### config.mk
export PLATFORM = sky130hd
export DESIGN_NAME = instr_encoder
export DESIGN_NICKNAME = d
export VERILOG_FILES = /design/src/rtl/rv_isa_pkg.sv /design/src/rtl/instr_pack.sv /design/src/rtl/instr_encoder.sv
export SDC_FILE = /design/constraint.sdc
export NUM_CORES = 1
export LEC_CHECK = 0
export ABC_AREA = 1
export BUFFER_PORTS_ARGS = -buffer_cell sky130_fd_sc_hd__buf_2
export CAP_MARGIN = 20
export CORE_MARGIN = 1
export CORE_UTILIZATION = 50
export CTS_CLUSTER_SIZE = 10
export DETAILED_ROUTE_END_ITERATION = 8
export GPL_ROUTABILITY_DRIVEN = 0
export HOLD_SLACK_MARGIN = 0.1
export PLACE_DENSITY = 0.88
export SLEW_MARGIN = 30
export SYNTH_ARGS = -nofsm -noshare
export SYNTH_HDL_FRONTEND = slang
export SYNTH_HIERARCHICAL = 1
export SYNTH_SLANG_ARGS = --single-unit
### constraint.sdc
create_clock -name clk -period 3 [get_ports clk]
set_clock_uncertainty 0.1 [all_clocks]
set_input_delay 0.3 -clock clk [delete_from_list [all_inputs] [get_ports clk]]
set_output_delay 0.3 -clock clk [all_outputs]
set_load 0.02 [all_outputs]
### src/rtl/rv_isa_pkg.sv
// RV32I encoder shared definitions: opcodes, format codes, error causes, encoder states.
// Pure declarations; no logic, no latency, no flow control.
package rv_isa_pkg;

  localparam logic [6:0] OPC_LUI    = 7'b0110111;
  localparam logic [6:0] OPC_AUIPC  = 7'b0010111;
  localparam logic [6:0] OPC_JAL    = 7'b1101111;
  localparam logic [6:0] OPC_JALR   = 7'b1100111;
  localparam logic [6:0] OPC_BRANCH = 7'b1100011;
  localparam logic [6:0] OPC_LOAD   = 7'b0000011;
  localparam logic [6:0] OPC_STORE  = 7'b0100011;
  localparam logic [6:0] OPC_OPIMM  = 7'b0010011;
  localparam logic [6:0] OPC_OP     = 7'b0110011;
  localparam logic [6:0] OPC_SYSTEM = 7'b1110011;

  typedef enum logic [3:0] {
    FMT_LUI    = 4'd0,
    FMT_AUIPC  = 4'd1,
    FMT_JAL    = 4'd2,
    FMT_JALR   = 4'd3,
    FMT_BRANCH = 4'd4,
    FMT_LOAD   = 4'd5,
    FMT_STORE  = 4'd6,
    FMT_OPIMM  = 4'd7,
    FMT_OP     = 4'd8,
    FMT_SYSTEM = 4'd9
  } fmt_e;

  typedef enum logic [1:0] {
    CAUSE_NONE  = 2'd0,
    CAUSE_IMM   = 2'd1,
    CAUSE_FMT   = 2'd2,
    CAUSE_ALIGN = 2'd3
  } err_cause_e;

  typedef enum logic [1:0] {
    ST_IDLE = 2'd0,
    ST_RUN  = 2'd1,
    ST_ERR  = 2'd2,
    ST_DONE = 2'd3
  } enc_state_e;

  function automatic logic [6:0] opcode_of(input logic [3:0] fmt);
    case (fmt)
      FMT_LUI:    return OPC_LUI;
      FMT_AUIPC:  return OPC_AUIPC;
      FMT_JAL:    return OPC_JAL;
      FMT_JALR:   return OPC_JALR;
      FMT_BRANCH: return OPC_BRANCH;
      FMT_LOAD:   return OPC_LOAD;
      FMT_STORE:  return OPC_STORE;
      FMT_OPIMM:  return OPC_OPIMM;
      FMT_OP:     return OPC_OP;
      FMT_SYSTEM: return OPC_SYSTEM;
      default:    return 7'b0;
    endcase
  endfunction

endpackage

### src/rtl/instr_pack.sv
// Combinational RV32I field packer with immediate range and alignment checks.
// Zero latency; no flow control. A rejected request yields instr=0 and a cause code.
module instr_pack
  import rv_isa_pkg::*;
(
  input  logic [3:0]  fmt,
  input  logic [2:0]  funct3,
  input  logic [6:0]  funct7,
  input  logic [4:0]  rd,
  input  logic [4:0]  rs1,
  input  logic [4:0]  rs2,
  input  logic [31:0] imm,
  output logic [31:0] instr,
  output logic        ok,
  output logic [1:0]  cause
);

  logic signed [31:0] simm;
  logic [31:0] raw;
  logic [6:0]  opc;
  logic        fmt_ok, mis, rng_bad;
  logic        i_ok, b_ok, j_ok, shift;

  assign simm  = imm;
  assign opc   = opcode_of(fmt);
  assign i_ok  = (simm >= -32'sd2048)    && (simm <= 32'sd2047);
  assign b_ok  = (simm >= -32'sd4096)    && (simm <= 32'sd4094);
  assign j_ok  = (simm >= -32'sd1048576) && (simm <= 32'sd1048574);
  assign shift = (funct3 == 3'b001) || (funct3 == 3'b101);

  always_comb begin
    raw     = '0;
    fmt_ok  = 1'b1;
    mis     = 1'b0;
    rng_bad = 1'b0;
    case (fmt)
      FMT_LUI, FMT_AUIPC: begin
        raw     = {imm[31:12], rd, opc};
        rng_bad = |imm[11:0];
      end
      FMT_JAL: begin
        raw     = {imm[20], imm[10:1], imm[11], imm[19:12], rd, opc};
        mis     = imm[0];
        rng_bad = !j_ok;
      end
      FMT_JALR: begin
        raw     = {imm[11:0], rs1, 3'b000, rd, opc};
        rng_bad = !i_ok;
      end
      FMT_BRANCH: begin
        raw     = {imm[12], imm[10:5], rs2, rs1, funct3, imm[4:1], imm[11], opc};
        mis     = imm[0];
        rng_bad = !b_ok;
      end
      FMT_LOAD: begin
        raw     = {imm[11:0], rs1, funct3, rd, opc};
        rng_bad = !i_ok;
      end
      FMT_STORE: begin
        raw     = {imm[11:5], rs2, rs1, funct3, imm[4:0], opc};
        rng_bad = !i_ok;
      end
      FMT_OPIMM: begin
        // Shifts carry the funct7 qualifier above a 5-bit shamt.
        if (shift) begin
          raw     = {funct7, imm[4:0], rs1, funct3, rd, opc};
          rng_bad = |imm[31:5];
        end else begin
          raw     = {imm[11:0], rs1, funct3, rd, opc};
          rng_bad = !i_ok;
        end
      end
      FMT_OP: begin
        raw = {funct7, rs2, rs1, funct3, rd, opc};
      end
      FMT_SYSTEM: begin
        raw     = {imm[11:0], rs1, funct3, rd, opc};
        rng_bad = |imm[31:12];
      end
      default: fmt_ok = 1'b0;
    endcase

    cause = CAUSE_NONE;
    if (!fmt_ok)     cause = CAUSE_FMT;
    else if (mis)    cause = CAUSE_ALIGN;
    else if (rng_bad) cause = CAUSE_IMM;
    ok    = (cause == CAUSE_NONE);
    instr = ok ? raw : '0;
  end

endmodule

### src/rtl/instr_encoder.sv
// Sequential RV32I encoder: one output register, 1-cycle accept-to-valid latency.
// Output holds while out_ready is low; in_ready drops then, allowing full-rate drain+accept.
module instr_encoder
  import rv_isa_pkg::*;
#(
  parameter logic [31:0] BASE_ADDR  = 32'h0000_0000,
  parameter int          DEPTH_LOG2 = 10
) (
  input  logic                  clk,
  input  logic                  rst_n,
  input  logic                  clear,
  input  logic                  in_valid,
  output logic                  in_ready,
  input  logic [3:0]            fmt,
  input  logic [2:0]            funct3,
  input  logic [6:0]            funct7,
  input  logic [4:0]            rd,
  input  logic [4:0]            rs1,
  input  logic [4:0]            rs2,
  input  logic [31:0]           imm,
  output logic                  out_valid,
  input  logic                  out_ready,
  output logic [31:0]           out_instr,
  output logic [31:0]           out_addr,
  output logic                  err,
  output logic [1:0]            err_cause,
  output logic [DEPTH_LOG2:0]   count
);

  localparam logic [DEPTH_LOG2:0] CAP = (DEPTH_LOG2 + 1)'(1) << DEPTH_LOG2;

  enc_state_e state, state_nxt;
  logic [31:0] pk_instr;
  logic        pk_ok;
  logic [1:0]  pk_cause;
  logic        accept, good, bad, drain;
  logic [DEPTH_LOG2+1:0] loaded_nxt;

  instr_pack u_pack (
    .fmt    (fmt),
    .funct3 (funct3),
    .funct7 (funct7),
    .rd     (rd),
    .rs1    (rs1),
    .rs2    (rs2),
    .imm    (imm),
    .instr  (pk_instr),
    .ok     (pk_ok),
    .cause  (pk_cause)
  );

  assign accept = in_valid && in_ready;
  assign good   = accept && pk_ok;
  assign bad    = accept && !pk_ok;
  assign drain  = out_valid && out_ready;
  // Words loaded so far (drained + pending) once this accept lands.
  assign loaded_nxt = {1'b0, count} + (DEPTH_LOG2 + 2)'(out_valid) + (DEPTH_LOG2 + 2)'(1);
  assign out_addr   = BASE_ADDR + 32'({count, 2'b00});

  always_ff @(posedge clk) begin
    if (!rst_n || clear) state <= ST_IDLE;
    else                 state <= state_nxt;
  end

  always_comb begin
    state_nxt = state;
    case (state)
      ST_IDLE: state_nxt = ST_RUN;
      ST_RUN: begin
        if (bad)                                        state_nxt = ST_ERR;
        else if (good && (loaded_nxt == {1'b0, CAP}))   state_nxt = ST_DONE;
      end
      default: state_nxt = state;
    endcase
  end

  always_comb begin
    in_ready = (state == ST_RUN) && (!out_valid || out_ready);
    err      = (state == ST_ERR);
  end

  always_ff @(posedge clk) begin
    if (!rst_n || clear) begin
      out_valid <= 1'b0;
      out_instr <= '0;
      count     <= '0;
      err_cause <= CAUSE_NONE;
    end else begin
      if (good) begin
        out_valid <= 1'b1;
        out_instr <= pk_instr;
      end else if (drain) begin
        out_valid <= 1'b0;
      end
      if (drain && (count != CAP)) count <= count + (DEPTH_LOG2 + 1)'(1);
      if (bad) err_cause <= pk_cause;
    end
  end

endmodule

---- Yosys cells after proc, flatten, opt, wreduce, memory -nomap -nowiden ----
Memories as Yosys holds them, arrays and structs flattened.
Index checks and enable logic that the tools add are counted.
word-level totals
  bits in registers ....................... 48
  bits in latches ......................... 0
  bits in writable memories ............... 0
  memory bits (read-only) ................. 112
  bits of input ports ..................... 66
  logic and storage cells ................. 79
  memories kept ........................... 1
memories
  memory           depth  width  read ports  clocked after memory_dff  write ports  line              text
  (no name shown)  16     7      1           0                         0            rv_isa_pkg.sv:44  case (fmt)
operators by class
  add/subtract/negate cells ............... 3
  $mul .................................... 0
  divide/modulo/power cells ............... 0
  magnitude comparators ................... 6
  equality and inequality tests ........... 16
  shift-type cells ........................ 0
  muxes and demuxes ....................... 15
  bitwise operators ....................... 0
  reduce and logical (&&, ||, !) cells .... 33
operator list
  operator                 count
  $pmux W32 S8             1
  $mux W32                 2
  $ge A32 B12 Y1 const B   1
  $ge A32 B13 Y1 const B   1
  $ge A32 B21 Y1 const B   1
  $le A32 B12 Y1 const B   1
  $le A32 B13 Y1 const B   1
  $le A32 B21 Y1 const B   1
  $reduce_or A27 Y1        1
  $reduce_or A20 Y1        1
  $eq A4 B3 Y1 const B     4
  $add A11 B1 Y12          1
  $add A12 B1 Y12 const B  1
  $eq A12 B11 Y1 const B   1
  $reduce_or A12 Y1        1
  $add A11 B1 Y11 const B  1
  $ne A11 B11 Y1 const B   1
  $logic_and A1 B1 Y1      10
  $reduce_or A10 Y1        1
  $eq A4 B2 Y1 const B     2
  $eq A4 B4 Y1 const B     2
  $mux W2                  4
  $logic_not A1 Y1         6
  $mux W1                  6
  15 further kinds         21

---- Depth between registers and ports, before layout ----
Gate-level depths: netlist of the first run.
  depth in word-level cells ............... 14
  gate-level depth with buffers ........... 20
  depth with buffers taken out ............ 19

---- By module ----
Netlist of the first run, hierarchy kept.
modules (own cells, without submodules)
  module         times used  cells each  area an instance (µm²)  seq. area each (µm²)
  instr_encoder  1           354         2514.9                  960.9
  instr_pack     1           253         1221.2                  0.0

---- Least setup slack after synthesis of the first run ----
No wires, ideal clock.
  path kind ............................... input to register
  from .................................... input port imm[29]
  to ...................................... register out_instr[13]
  setup time .............................. 116 ps
  data arrival time ....................... 2074 ps
  path slack .............................. 710 ps
  cell stages on the path ................. 14
  buffers on the path ..................... 2
  cell sequence ........................... nor2_1 > nand2_1 > nor2_1 > nand2_1 > o21ai_0 > nand3_1 > nor2_2 > nand4_4 > buf_6 > inv_1 > nand4_2 > clkbuf_1 > o21ai_0 > nor2_1
on the way
  longest elaborated chain between the ends .. 10
RTL lines
  what                                                     line                                   text
  start: declaration                                       instr_encoder.sv:20                    input logic [31:0] imm,
  $ge A32 B12 Y1 / $le A32 B12 Y1 (equally long branches)  instr_pack.sv:26                       assign i_ok = (simm >= -32'sd2048) && (simm <= 32'sd2047);
  $logic_and A1 B1 Y1                                      instr_pack.sv:26
  $logic_not A1 Y1                                         n/a
  $mux W1                                                  instr_pack.sv:65                       if (shift) begin
  $pmux W1 S6 *                                            instr_pack.sv:36                       case (fmt)
  $mux W1 *                                                instr_pack.sv:86                       else if (rng_bad) cause = CAUSE_IMM;
  $mux W2 *                                                instr_pack.sv:85                       else if (mis) cause = CAUSE_ALIGN;
  $mux W2 *                                                instr_pack.sv:84                       if (!fmt_ok) cause = CAUSE_FMT;
  $logic_not A2 Y1 *                                       instr_pack.sv:87                       ok = (cause == CAUSE_NONE);
  net pk_ok                                                instr_encoder.sv:34                    logic pk_ok;
  $mux W32 / $logic_and A1 B1 Y1 (equally long branches)   instr_pack.sv:88, instr_encoder.sv:53
  end signal: assignment                                   instr_encoder.sv:91                    out_instr <= pk_instr;
  end: declaration                                         instr_encoder.sv:23                    output logic [31:0] out_instr,
Mark *: on every way through the listed nets, which the timed path passes. The rest lies on a longest branch.
A chain may end at the register's enable or synchronous reset.

---- Final worst setup path of the first run ----
  from .................................... input port fmt[2]
  to ...................................... register state[1]
on the way
  longest elaborated chain between the ends .. 11
RTL lines
  what                                                                   line                                      text
  start: declaration                                                     instr_encoder.sv:14                       input logic [3:0] fmt,
  $eq A4 B2 Y1 (tied with other cells)                                   instr_pack.sv:36
  $reduce_or A3 Y1 (no line) / $reduce_or A2 Y1 (equally long branches)  n/a
  $pmux W1 S6                                                            instr_pack.sv:36
  $mux W1                                                                instr_pack.sv:86
  $mux W2                                                                instr_pack.sv:85
  $mux W2 *                                                              instr_pack.sv:84
  $logic_not A2 Y1 *                                                     instr_pack.sv:87
  net pk_ok                                                              instr_encoder.sv:34
  $logic_not A1 Y1 / $logic_and A1 B1 Y1 (equally long branches)         instr_encoder.sv:54, instr_encoder.sv:53
  $logic_and A1 B1 Y1 (on tied branches)                                 instr_encoder.sv:54, instr_encoder.sv:71
  $mux W2 / $ne A3 B3 Y1 (equally long branches)                         n/a
  $pmux W2 S2 / $reduce_and A2 Y1 (equally long branches)                n/a
  end signal: assignment                                                 instr_encoder.sv:62                       else state <= state_nxt;
  end: declaration                                                       instr_encoder.sv:32                       enc_state_e state, state_nxt;
Marked as above.

==> results of run 1 <==
==> per-stage QoR <==
stage                     instance area, um^2  setup WS (ns)  total power, W  hold WS (ns)  cells
after detailed placement                 4210          0.473        0.000969         0.368    804
after CTS                                4330          0.798         0.00143         0.233    812
after global routing                     4330          0.558         0.00150         0.263    812
after floorplan                          3810          0.710        0.000891         0.405    627
after global placement                   4210          0.579        0.000961         0.358    804
final                                    4330          0.747         0.00143         0.241    812
==> sequential cells by signal, summed over array words and instances (netlist names) <==
register / count
out_instr: 32
out_valid: 1
count: 11
err_cause: 2
state: 2
==> cell families (layout without fill, tap and decap cells) <==
group	after synthesis	count (layout)	share of synthesized area (%)
buf+inv	117	203	16.7
other cells	1	21	0.100
fa+ha+maj	4	4	1.34
xor+xnor	7	7	1.64
mux	4	4	1.07
compound gates	88	88	13.3
simple gates	338	338	40.2
flops	48	48	25.7
==> report_power, final <==
part | internal (W) | switching (W) | leakage, nW
combinational | 0.000102 | 0.000211 | 1.67
sequential | 0.000644 | 0.00000388 | 0.387
clock | 0.000247 | 0.000223 | 0.0541
==> placed cells by master (no fill, tap or decap), types with 6 or more instances in the layout <==
master / Yosys / routed
sky130_fd_sc_hd__inv_1: 54 / 54
sky130_fd_sc_hd__nand2_1: 103 / 103
sky130_fd_sc_hd__a21oi_1: 21 / 21
sky130_fd_sc_hd__o21ai_0: 31 / 31
sky130_fd_sc_hd__o21ai_1: 19 / 19
sky130_fd_sc_hd__dfxtp_1: 48 / 48
sky130_fd_sc_hd__nand2_2: 7 / 7
sky130_fd_sc_hd__nand3_1: 24 / 24
sky130_fd_sc_hd__nor3_1: 6 / 6
sky130_fd_sc_hd__conb_1: 1 / 21
sky130_fd_sc_hd__a221oi_1: 6 / 6
sky130_fd_sc_hd__inv_2: 12 / 12
sky130_fd_sc_hd__xor2_1: 7 / 7
sky130_fd_sc_hd__nor2_2: 28 / 28
sky130_fd_sc_hd__nor2_1: 152 / 152
sky130_fd_sc_hd__buf_2: 0 / 124
==> routing by layer <==
metal	wire length [um]	global-route usage, %	vias to the layer above
met5	0	0	-
met1	4160	31.3	1858
met2	4890	45.2	225
met4	400	14.1	0
met3	814	5.22	47
li1	-	-	2079
==> worst paths after layout <==
kind / startpoint / to
max: fmt[2] / state[1]
min: out_ready / out_valid
max reg2reg: count[0] / state[1]
min reg2reg: out_instr[6] / out_instr[6]
==> cell usage after synthesis (7+ instances only) <==
master	n	area [um^2]
sky130_fd_sc_hd__nor2_1	152	571
sky130_fd_sc_hd__nand2_1	103	387
sky130_fd_sc_hd__inv_1	54	203
sky130_fd_sc_hd__dfxtp_1	48	961
sky130_fd_sc_hd__buf_4	37	278
sky130_fd_sc_hd__o21ai_0	31	155
sky130_fd_sc_hd__nor2_2	28	175
sky130_fd_sc_hd__nand3_1	24	120
sky130_fd_sc_hd__a21oi_1	21	105
sky130_fd_sc_hd__o21ai_1	19	95.1
sky130_fd_sc_hd__inv_2	12	45.0
sky130_fd_sc_hd__nand2_2	7	43.8
sky130_fd_sc_hd__xor2_1	7	61.3
==> critical path: stages <==
cell                      delay (ns)
sky130_fd_sc_hd__buf_2          0.14
sky130_fd_sc_hd__nor2_2         0.26
sky130_fd_sc_hd__inv_2          0.10
sky130_fd_sc_hd__nor2_1         0.18
sky130_fd_sc_hd__nand2_1        0.17
sky130_fd_sc_hd__a21oi_1        0.23
sky130_fd_sc_hd__nor2_1         0.12
sky130_fd_sc_hd__nand4_4        0.10
sky130_fd_sc_hd__inv_1          0.07
sky130_fd_sc_hd__nand4_2        0.11
sky130_fd_sc_hd__buf_4          0.21
sky130_fd_sc_hd__nor2_4         0.05
sky130_fd_sc_hd__nand2_1        0.06
sky130_fd_sc_hd__nor2_1         0.03
sky130_fd_sc_hd__nand3_1        0.07
sky130_fd_sc_hd__nand3_1        0.07
sky130_fd_sc_hd__nand2_1        0.06
sky130_fd_sc_hd__inv_1          0.04
==> layout make-up <==
| type | instances | area [um^2] | area share, % |
|---|---|---|---|
| clock inverter | 3 | 42.5 | 0.984 |
| tap | 99 | 124 | 2.86 |
| timing repair buffer | 128 | 651 | 15.0 |
| multi-input combinational | 462 | 2230 | 51.5 |
| sequential | 48 | 961 | 22.2 |
| inverter | 67 | 251 | 5.81 |
| clock buffer | 5 | 68.8 | 1.59 |
==> results.rst, run 1 <==
.. list-table::
   :header-rows: 1

   * - Metric
     - Value
   * - Total overflow reported by the global router
     - 0
   * - Post-CTS setup repair buffer count
     - 0
   * - Final setup fails
     - 0
   * - Worst Setup Start Kind
     - input port
   * - Status
     - complete, no violations
   * - Shortest period the worst path allows
     - 2.25 ns
   * - Remaining number of nets flagged by the antenna check after routing
     - 0
   * - Number of I/O pins
     - 146
   * - Path class of the lowest-slack min-delay path
     - in2reg
   * - Maximum root-to-sink buffer count
     - 2
   * - Global-route wire length before repair
     - 16.4 mm
   * - Vias
     - 4209
   * - Post-Route Setup TNS
     - 0 ns
   * - Seq cells post-synth
     - 48
   * - Post-DP HPWL
     - 8.28 mm
   * - Crit end category
     - register
   * - Post-route clock period utilization
     - 75.1%
   * - F_max
     - 444 MHz
   * - Drt wl/cell
     - 12.6 um
   * - Number of vias per cell
     - 5.18
   * - Global routing usage summed across all routing layers
     - 26.5%
   * - Pin count of the biggest net entering global routing
     - 41
   * - Final hold violation count
     - 0
   * - Worst VDD drop
     - 0.153 mV
   * - Core Util, Final
     - 59.6%
   * - Synth cell types
     - 37
   * - Post-synthesis area per instance
     - 6.15 um^2
   * - Max Cap Violations
     - 0
   * - Vias in the first global route
     - 3806
   * - Die X
     - 88.4 um
   * - Clock transition at the register clock pins on the worst setup and hold paths after CTS
     - 0.10 ns
   * - Commonest register cell after synthesis
     - sky130_fd_sc_hd__dfxtp_1
   * - Power density over cell area
     - 331 nW/um^2
   * - Hold-fix buffers at CTS
     - 0
   * - Mapped Area
     - 3740 um^2
   * - Number of pins exceeding their max-slew limit in the final report
     - 0
   * - Worst Hold Path Cells
     - 4
   * - Leakage power
     - 2.12 nW
   * - Register-to-register path setup slack
     - 0.89 ns
   * - Warnings from Yosys
     - 6
   * - Area growth, synth to finish
     - 15.8%
   * - Die span in y
     - 88.4 um
   * - Number of detailed-route iterations in the first pass
     - 5
   * - Worst-skew pair later-pin latency
     - 0.30 ns
   * - Num CTS Buffers
     - 5
   * - Cells after Synth
     - 607
   * - Quantity of gates resized following cts
     - 0
   * - Core box area
     - 7250 um^2
   * - # fillers
     - 688
   * - Die outline area
     - 7820 um^2
   * - Slew HR
     - 64.4%
   * - Count of routing violations after the opening detailed-route iteration
     - 237
   * - Root Buffer
     - sky130_fd_sc_hd__clkbuf_8
   * - Setup repair after global routing missed its margin
     - false
   * - Detailed-route DRC error count
     - 0
   * - Port bufs
     - 124
   * - TritonCTS clock tree
     - built
   * - Worst endpoint data arrival time
     - 2.37 ns
   * - Maximum level of the CTS H-tree
     - 2
   * - Antenna fix cells
     - 0
   * - Data required time at the worst endpoint
     - 3.11 ns
   * - Sequential-to-total area share from yosys stat
     - 25.7%
   * - Antenna violations before repair
     - 0
   * - Core Rows
     - 31
   * - Maximum fanout encountered on the critical timing path
     - 14
   * - Setup Crit Path Kind
     - in2reg
   * - Worst R2R Path Depth
     - 14
   * - Share of layout cells above drive strength 1
     - 27.1%
   * - Drt total wl
     - 10.3 mm
   * - Async set-or-reset flop fraction in the synthesized netlist
     - 0%
   * - Count of nets after finishing
     - 782
   * - Initial Util
     - 51.5%
   * - Sinks on Clock Net
     - 48
   * - Post-synth EDFFs
     - 0
   * - Worst Max-Slew Pin Slew
     - 0.530 ns
No activity file was read; power rests on OpenSTA's default activity.
==> run 2: changes to the inputs <==
--- a/config.mk
+++ b/config.mk
@@ -9,12 +9,12 @@
 export BUFFER_PORTS_ARGS = -buffer_cell sky130_fd_sc_hd__buf_2
 export CAP_MARGIN = 20
 export CORE_MARGIN = 1
-export CORE_UTILIZATION = 50
+export CORE_UTILIZATION = 45
 export CTS_CLUSTER_SIZE = 10
 export DETAILED_ROUTE_END_ITERATION = 8
 export GPL_ROUTABILITY_DRIVEN = 0
 export HOLD_SLACK_MARGIN = 0.1
-export PLACE_DENSITY = 0.88
+export PLACE_DENSITY = 0.84
 export SLEW_MARGIN = 30
 export SYNTH_ARGS = -nofsm -noshare
 export SYNTH_HDL_FRONTEND = slang
==> constraint.sdc (replaced) <==
create_clock -name clk -period 2 [get_ports clk]
set_clock_uncertainty 0.1 [all_clocks]
set_input_delay 0.2 -clock clk [delete_from_list [all_inputs] [get_ports clk]]
set_output_delay 0.2 -clock clk [all_outputs]
set_load 0.02 [all_outputs]
==> results.rst, run 2 (synthesis results as in run 1) <==
.. list-table::
   :header-rows: 1

   * - Metric
     - Value
   * - Status
     - complete, no violations
   * - Count of routing violations after the opening detailed-route iteration
     - 295 (+24%)
   * - Drt total wl
     - 11.7 mm (+14%)
   * - Number of pins exceeding their max-slew limit in the final report
     - 0 (unchanged)
   * - Placed Cells
     - 863 (+7.3%)
   * - Port bufs
     - 124 (unchanged)
   * - Number of I/O pins
     - 146 (unchanged)
   * - Pin count of the biggest net entering global routing
     - 41 (unchanged)
   * - Final hold violation count
     - 0 (unchanged)
   * - Number of vias per cell
     - 5.16 (-0.53%)
   * - Core Util, Final
     - 63.5% (+3.8 points)
   * - Max reg flops
     - 32 (unchanged)
   * - Final non-filler cell total
     - 873 (+7.5%)
   * - Maximum fanout encountered on the critical timing path
     - 19 (+5)
   * - Post-route clock period utilization
     - 96.2%
   * - Remaining number of nets flagged by the antenna check after routing
     - 0 (unchanged)
   * - Final WS setup
     - 0.0768 ns (-0.670 ns)
   * - Core box area
     - 7890 um^2 (+8.7%)
   * - Start point of the critical path
     - imm[9]
   * - Number of detailed-route iterations in the first pass
     - 5 (unchanged)
   * - Initial Util
     - 47.4% (-4.1 points)
   * - Most flops, register
     - out_instr
   * - F_max
     - 520 MHz
   * - Vias in the first global route
     - 4294 (+13%)
   * - Crit end category
     - register
   * - Total overflow reported by the global router
     - 0 (unchanged)
   * - Path class of the lowest-slack min-delay path
     - in2reg
   * - Global routing usage summed across all routing layers
     - 26.8% (+0.29 points)
   * - Data required time at the worst endpoint
     - 2.09 ns (-1.02 ns)
   * - Worst endpoint data arrival time
     - 2.01 ns (-0.36 ns)
   * - Hold-fix buffers at CTS
     - 0 (unchanged)
   * - Worst Setup Start Kind
     - input port
   * - Max Cap Violations
     - 0 (unchanged)
   * - Worst VDD drop
     - 0.218 mV (+43%)
   * - Count of nets after finishing
     - 840 (+7.4%)
   * - Leading registers by flop count
     - out_instr x32, count x11
   * - Setup repair after global routing missed its margin
     - true
   * - TritonCTS clock tree
     - built
   * - Global-route wire length before repair
     - 18.9 mm (+15%)
   * - Vias
     - 4501 (+6.9%)
   * - Power density over cell area
     - 438 nW/um^2 (+32%)
   * - Post-DP HPWL
     - 9.14 mm (+10%)
   * - Final setup fails
     - 0 (unchanged)
   * - Maximum level of the CTS H-tree
     - 2 (unchanged)
   * - Share of layout cells above drive strength 1
     - 36.2% (+9.1 points)
   * - Worst-case setup slack after placement
     - -0.329 ns (-0.802 ns)
   * - Sinks on Clock Net
     - 48 (unchanged)
   * - Die X
     - 93.1 um (+5.3%)
   * - Antenna violations before repair
     - 0 (unchanged)
   * - Clock transition at the register clock pins on the worst setup and hold paths after CTS
     - 0.09 ns (about the same)
   * - Startpoint of the lowest-slack register-to-register path
     - count[0]
   * - Antenna fix cells
     - 0 (unchanged)
   * - Worst-skew pair later-pin latency
     - 0.30 ns (about the same)
   * - Most common cell after layout, fill and taps aside
     - sky130_fd_sc_hd__nor2_1
   * - Setup Crit Path Kind
     - in2reg
   * - Most frequent cells in the layout
     - 136 x sky130_fd_sc_hd__nor2_1, 113 x sky130_fd_sc_hd__buf_2, 99 x sky130_fd_sc_hd__nand2_1, 59 x sky130_fd_sc_hd__buf_4, 51 x sky130_fd_sc_hd__inv_1
   * - Die span in y
     - 93.1 um (+5.3%)
   * - Leakage power
     - 2.43 nW (+15%)
   * - Root Buffer
     - sky130_fd_sc_hd__clkbuf_8
   * - Die outline area
     - 8670 um^2 (+11%)
   * - Detailed-route DRC error count
     - 0 (unchanged)
   * - Core Rows
     - 32 (+3.2%)
   * - Shortest period the worst path allows
     - 1.92 ns
   * - HP Start
     - out_ready
   * - Num CTS Buffers
     - 5 (unchanged)
   * - Area growth, synth to finish
     - 34.0%
   * - Maximum root-to-sink buffer count
     - 2 (unchanged)
   * - Drt wl/cell
     - 13.4 um (+6.1%)
run 2: timing repair:
action                                  4_1_cts  5_1_grt
setup buffers                                 0        2
pin swaps                                     0       27
endpoints found under the setup margin        1       33
gates cloned                                  0        0
resized for setup                             1       53
endpoints found under the hold margin         0        0
run 2: layer usage:
metal	share of wire [%]	routed length (um)	vias to the layer above	global-route usage (%)
met3	6.6	770	55	3.25
met1	40	4680	2007	32.1
met2	49	5760	242	47.2
li1	-	-	2197	-
met5	0	0	-	0
met4	4.2	494	0	12.7
run 2: worst paths after layout:
path	to	slack, ns	cells after the start
hold reg to reg	out_instr[28]	0.39	2
setup / recovery	out_instr[2]	0.08	12
setup reg to reg	state[1]	0.13	16
hold / removal	out_valid	0.19	4
run 2: critical path, cell delays in order:
cell                      delay [ns]
sky130_fd_sc_hd__buf_2          0.11
sky130_fd_sc_hd__nor2_1         0.15
sky130_fd_sc_hd__nand4_1        0.12
sky130_fd_sc_hd__o21ai_0        0.33
sky130_fd_sc_hd__nand3_2        0.14
sky130_fd_sc_hd__nor2_4         0.13
sky130_fd_sc_hd__nand4_4        0.11
sky130_fd_sc_hd__inv_4          0.08
sky130_fd_sc_hd__nand4_4        0.16
sky130_fd_sc_hd__buf_6          0.21
sky130_fd_sc_hd__o21ai_0        0.19
sky130_fd_sc_hd__nor2_1         0.08
run 2: cell type report:
type                    instances  area [um^2]
fillers                       691         2880
multi-input cells             462         2360
repair buffers                186         1200
flip-flops and latches         48          961
inverters                      67          254
well taps                     102          128
clock buffers                   7         86.3
clock inverters                 1         7.51
run 2: stage by stage:
stage               TNS, ns  hold slack [ns]  total power, W  cell area (um^2)
detailed placement    -7.01            0.368         0.00155              4710
finish                    0            0.192         0.00219              5000
global placement      -3.82            0.363         0.00154              4710
CTS                       0            0.191         0.00214              4810
floorplan           -0.0578            0.342         0.00135              3870
global route         -0.245            0.194         0.00230              5000
run 2: report_power, final:
part,leakage (nW),internal [W],switching (W),total [W]
logic,2.00,0.000256,0.000362,0.000618
registers,0.387,0.000966,0.00000606,0.000972
clock network,0.0445,0.000282,0.000321,0.000602
total,2.43,0.00150,0.000689,0.00219
==> run 3: changes to the inputs <==
--- a/config.mk
+++ b/config.mk
@@ -9,12 +9,12 @@
 export BUFFER_PORTS_ARGS = -buffer_cell sky130_fd_sc_hd__buf_2
 export CAP_MARGIN = 20
 export CORE_MARGIN = 1
-export CORE_UTILIZATION = 45
+export CORE_UTILIZATION = 50
 export CTS_CLUSTER_SIZE = 10
 export DETAILED_ROUTE_END_ITERATION = 8
 export GPL_ROUTABILITY_DRIVEN = 0
 export HOLD_SLACK_MARGIN = 0.1
-export PLACE_DENSITY = 0.84
+export PLACE_DENSITY = 0.88
 export SLEW_MARGIN = 30
 export SYNTH_ARGS = -nofsm -noshare
 export SYNTH_HDL_FRONTEND = slang
==> constraint.sdc (replaced) <==
create_clock -name clk -period 1.8 [get_ports clk]
set_clock_uncertainty 0.1 [all_clocks]
set_input_delay 0.18 -clock clk [delete_from_list [all_inputs] [get_ports clk]]
set_output_delay 0.18 -clock clk [all_outputs]
set_load 0.02 [all_outputs]
==> results.rst, run 3 (synthesis results as in run 1) <==
.. list-table::
   :header-rows: 1

   * - Metric
     - Value
   * - F_max
     - 533 MHz
   * - Vias in the first global route
     - 4205 (-2.1%)
   * - Final hold violation count
     - 0 (unchanged)
   * - Number of pins exceeding their max-slew limit in the final report
     - 0 (unchanged)
   * - Number of detailed-route iterations in the first pass
     - 7 (+2)
   * - Placed Cells
     - 871 (+0.93%)
   * - Die X
     - 88.4 um (-5.0%)
   * - Global routing usage summed across all routing layers
     - 29.0% (+2.3 points)
   * - WHS
     - 0.163 ns (-0.0292 ns)
   * - Drt total wl
     - 11.8 mm (+1.2%)
   * - Number of I/O pins
     - 146 (unchanged)
   * - Core box area
     - 7250 um^2 (-8.0%)
   * - Antenna violations before repair
     - 0 (unchanged)
   * - Most flops, register
     - out_instr
   * - Vias
     - 4577 (+1.7%)
   * - Maximum level of the CTS H-tree
     - 2 (unchanged)
   * - Data required time at the worst endpoint
     - 1.96 ns (-0.13 ns)
   * - Cell type with the highest occurrence count on the critical path
     - sky130_fd_sc_hd__nand2_1
   * - Buffers and inverters on the worst path
     - 4 (+1)
   * - Maximum root-to-sink buffer count
     - 2 (unchanged)
   * - CP max-delay cell
     - sky130_fd_sc_hd__nor2_4
   * - Global-route wire length before repair
     - 18.0 mm (-4.4%)
   * - Share of layout cells above drive strength 1
     - 40.1% (+3.9 points)
   * - Slowest Stage Delay on Critical Path
     - 0.17 ns (-0.16 ns)
   * - Leading registers by flop count
     - out_instr x32, count x11
   * - Total overflow reported by the global router
     - 0 (unchanged)
   * - Final setup fails
     - 26 (+26)
   * - Pin count of the biggest net entering global routing
     - 41 (unchanged)
   * - Most frequent cells in the layout
     - 131 x sky130_fd_sc_hd__nor2_1, 114 x sky130_fd_sc_hd__buf_2, 93 x sky130_fd_sc_hd__nand2_1, 70 x sky130_fd_sc_hd__buf_4, 49 x sky130_fd_sc_hd__inv_1
   * - Remaining number of nets flagged by the antenna check after routing
     - 0 (unchanged)
   * - Status
     - finished, violations left
   * - Setup repair after global routing missed its margin
     - true
   * - Worst VDD drop
     - 0.299 mV (+37%)
   * - Number of vias per cell
     - 5.18 (+0.54%)
   * - TritonCTS clock tree
     - built
   * - Final non-filler cell total
     - 883 (+1.1%)
   * - Leakage power
     - 2.53 nW (+4.1%)
   * - Post-DP HPWL
     - 8.99 mm (-1.6%)
   * - Shortest period the worst path allows
     - 1.88 ns
   * - Clock transition at the register clock pins on the worst setup and hold paths after CTS
     - 0.10 ns (about the same)
   * - Final WS setup
     - -0.0754 ns (-0.152 ns)
   * - Core Rows
     - 31 (-3.1%)
   * - Port bufs
     - 124 (unchanged)
   * - Worst endpoint data arrival time
     - 2.03 ns (+0.02 ns)
   * - # fillers
     - 570 (-18%)
   * - Most common cell after layout, fill and taps aside
     - sky130_fd_sc_hd__nor2_1
   * - Maximum fanout encountered on the critical timing path
     - 6 (-13)
   * - Max Cap Violations
     - 0 (unchanged)
   * - Worst Setup Start Kind
     - input port
   * - Crit end category
     - register
   * - Setup Crit Path Kind
     - in2reg
   * - Sinks on Clock Net
     - 48 (unchanged)
   * - Antenna fix cells
     - 0 (unchanged)
   * - Count of routing violations after the opening detailed-route iteration
     - 266 (-9.8%)
   * - Post-route clock period utilization
     - 104%
   * - Detailed-route DRC error count
     - 0 (unchanged)
   * - Initial Util
     - 51.5% (+4.1 points)
   * - Path class of the lowest-slack min-delay path
     - in2reg
   * - Num CTS Buffers
     - 5 (unchanged)
   * - Violated checks
     - setup timing
   * - Area growth, synth to finish
     - 38.8%
   * - Root Buffer
     - sky130_fd_sc_hd__clkbuf_8
   * - Count of nets after finishing
     - 853 (+1.5%)
   * - Max reg flops
     - 32 (unchanged)
   * - Drt wl/cell
     - 13.4 um (about the same)
   * - Power density over cell area
     - 491 nW/um^2 (+12%)
   * - Die span in y
     - 88.4 um (-5.0%)
   * - Cell class contributing the biggest share of worst-path delay
     - simple AND/OR/NAND/NOR gates
   * - Worst-skew pair later-pin latency
     - 0.30 ns (about the same)
   * - Die outline area
     - 7820 um^2 (-9.8%)
   * - Critical path, cell by cell
     - buf_2 -> inv_1 -> nand2_1 -> nor2_4 -> nand2_4 -> nor2_1 -> nand2_1 -> nand3_2 -> nand2_2 -> nand2_2 -> nand4_4 -> inv_4 -> nand4_4 -> nor2_4 -> nand2_1 -> nor2_1 -> nand3_1 -> nand3_1 -> nand2_1 -> inv_1
run 3: worst register-to-register path: stages (launching register included):
cell and delay [ns]:
sky130_fd_sc_hd__dfxtp_2 0.35, sky130_fd_sc_hd__inv_1 0.06, sky130_fd_sc_hd__ha_1 0.23, sky130_fd_sc_hd__inv_2 0.09, sky130_fd_sc_hd__ha_4 0.16, sky130_fd_sc_hd__inv_2 0.06
sky130_fd_sc_hd__nor2_4 0.11, sky130_fd_sc_hd__nand2_2 0.09, sky130_fd_sc_hd__nand2_1 0.07, sky130_fd_sc_hd__nand2_1 0.07, sky130_fd_sc_hd__clkinv_1 0.05, sky130_fd_sc_hd__nand2_1 0.04
sky130_fd_sc_hd__nor2_1 0.10, sky130_fd_sc_hd__nand3_1 0.07, sky130_fd_sc_hd__nand3_1 0.07, sky130_fd_sc_hd__nand2_1 0.05, sky130_fd_sc_hd__inv_1 0.06
run 3: routing by layer:
metal  part of all wire, %  up-vias  global-route usage, %
met3                   7.3       45                   4.85
met5                     0        -                      0
met2                    51      226                   53.3
met4                   3.6        0                   13.0
li1                      -     2228                      -
met1                    38     2078                   32.7
run 3: power by group:
group | switching (W) | total [W] | internal (W)
clock network | 0.000374 | 0.000785 | 0.000411
logic | 0.000404 | 0.000680 | 0.000276
registers | 0.00000700 | 0.00108 | 0.00107
run 3: layout make-up:
| type | instances | area, um^2 | area share [%] |
|---|---|---|---|
| Multi-Input combinational cell | 462 | 2440 | 47.0 |
| Inverter | 67 | 256 | 4.95 |
| Timing Repair Buffer | 199 | 1290 | 24.9 |
| Clock inverter | 3 | 42.5 | 0.820 |
| Tap cell | 99 | 124 | 2.39 |
| Sequential cell | 48 | 965 | 18.6 |
| Clock buffer | 5 | 68.8 | 1.33 |
run 3: stage by stage:
| stage | setup TNS, ns | util, % | instance area [um^2] | worst slack [ns] | power (W) |
|---|---|---|---|---|---|
| after floorplan | -5.67 | - | 3880 | -0.205 | 0.00150 |
| after global placement | -9.87 | 65.7 | 4770 | -0.335 | 0.00169 |
| after detailed placement | -12.61 | 65.7 | 4770 | -0.469 | 0.00171 |
| after CTS | -0.0149 | 68.8 | 4990 | -0.0149 | 0.00250 |
| after global routing | -5.75 | 71.5 | 5190 | -0.250 | 0.00264 |
| final | -0.555 | 71.5 | 5190 | -0.0754 | 0.00255 |
run 3: final timing paths:
kind	endpoint	start	slack, ns	depth (start not counted)
max	state[1]	imm[20]	-0.08	20
min	out_valid	out_ready	0.16	4
max reg2reg	state[1]	out_valid	-0.07	16
min reg2reg	out_instr[22]	out_instr[22]	0.39	2
run 3: repair_timing:
item,in CTS,in global routing
resized for setup,27,55
setup endpoints to repair,33,42
hold buffers,0,0
pin swaps,18,33
setup buffers,2,2
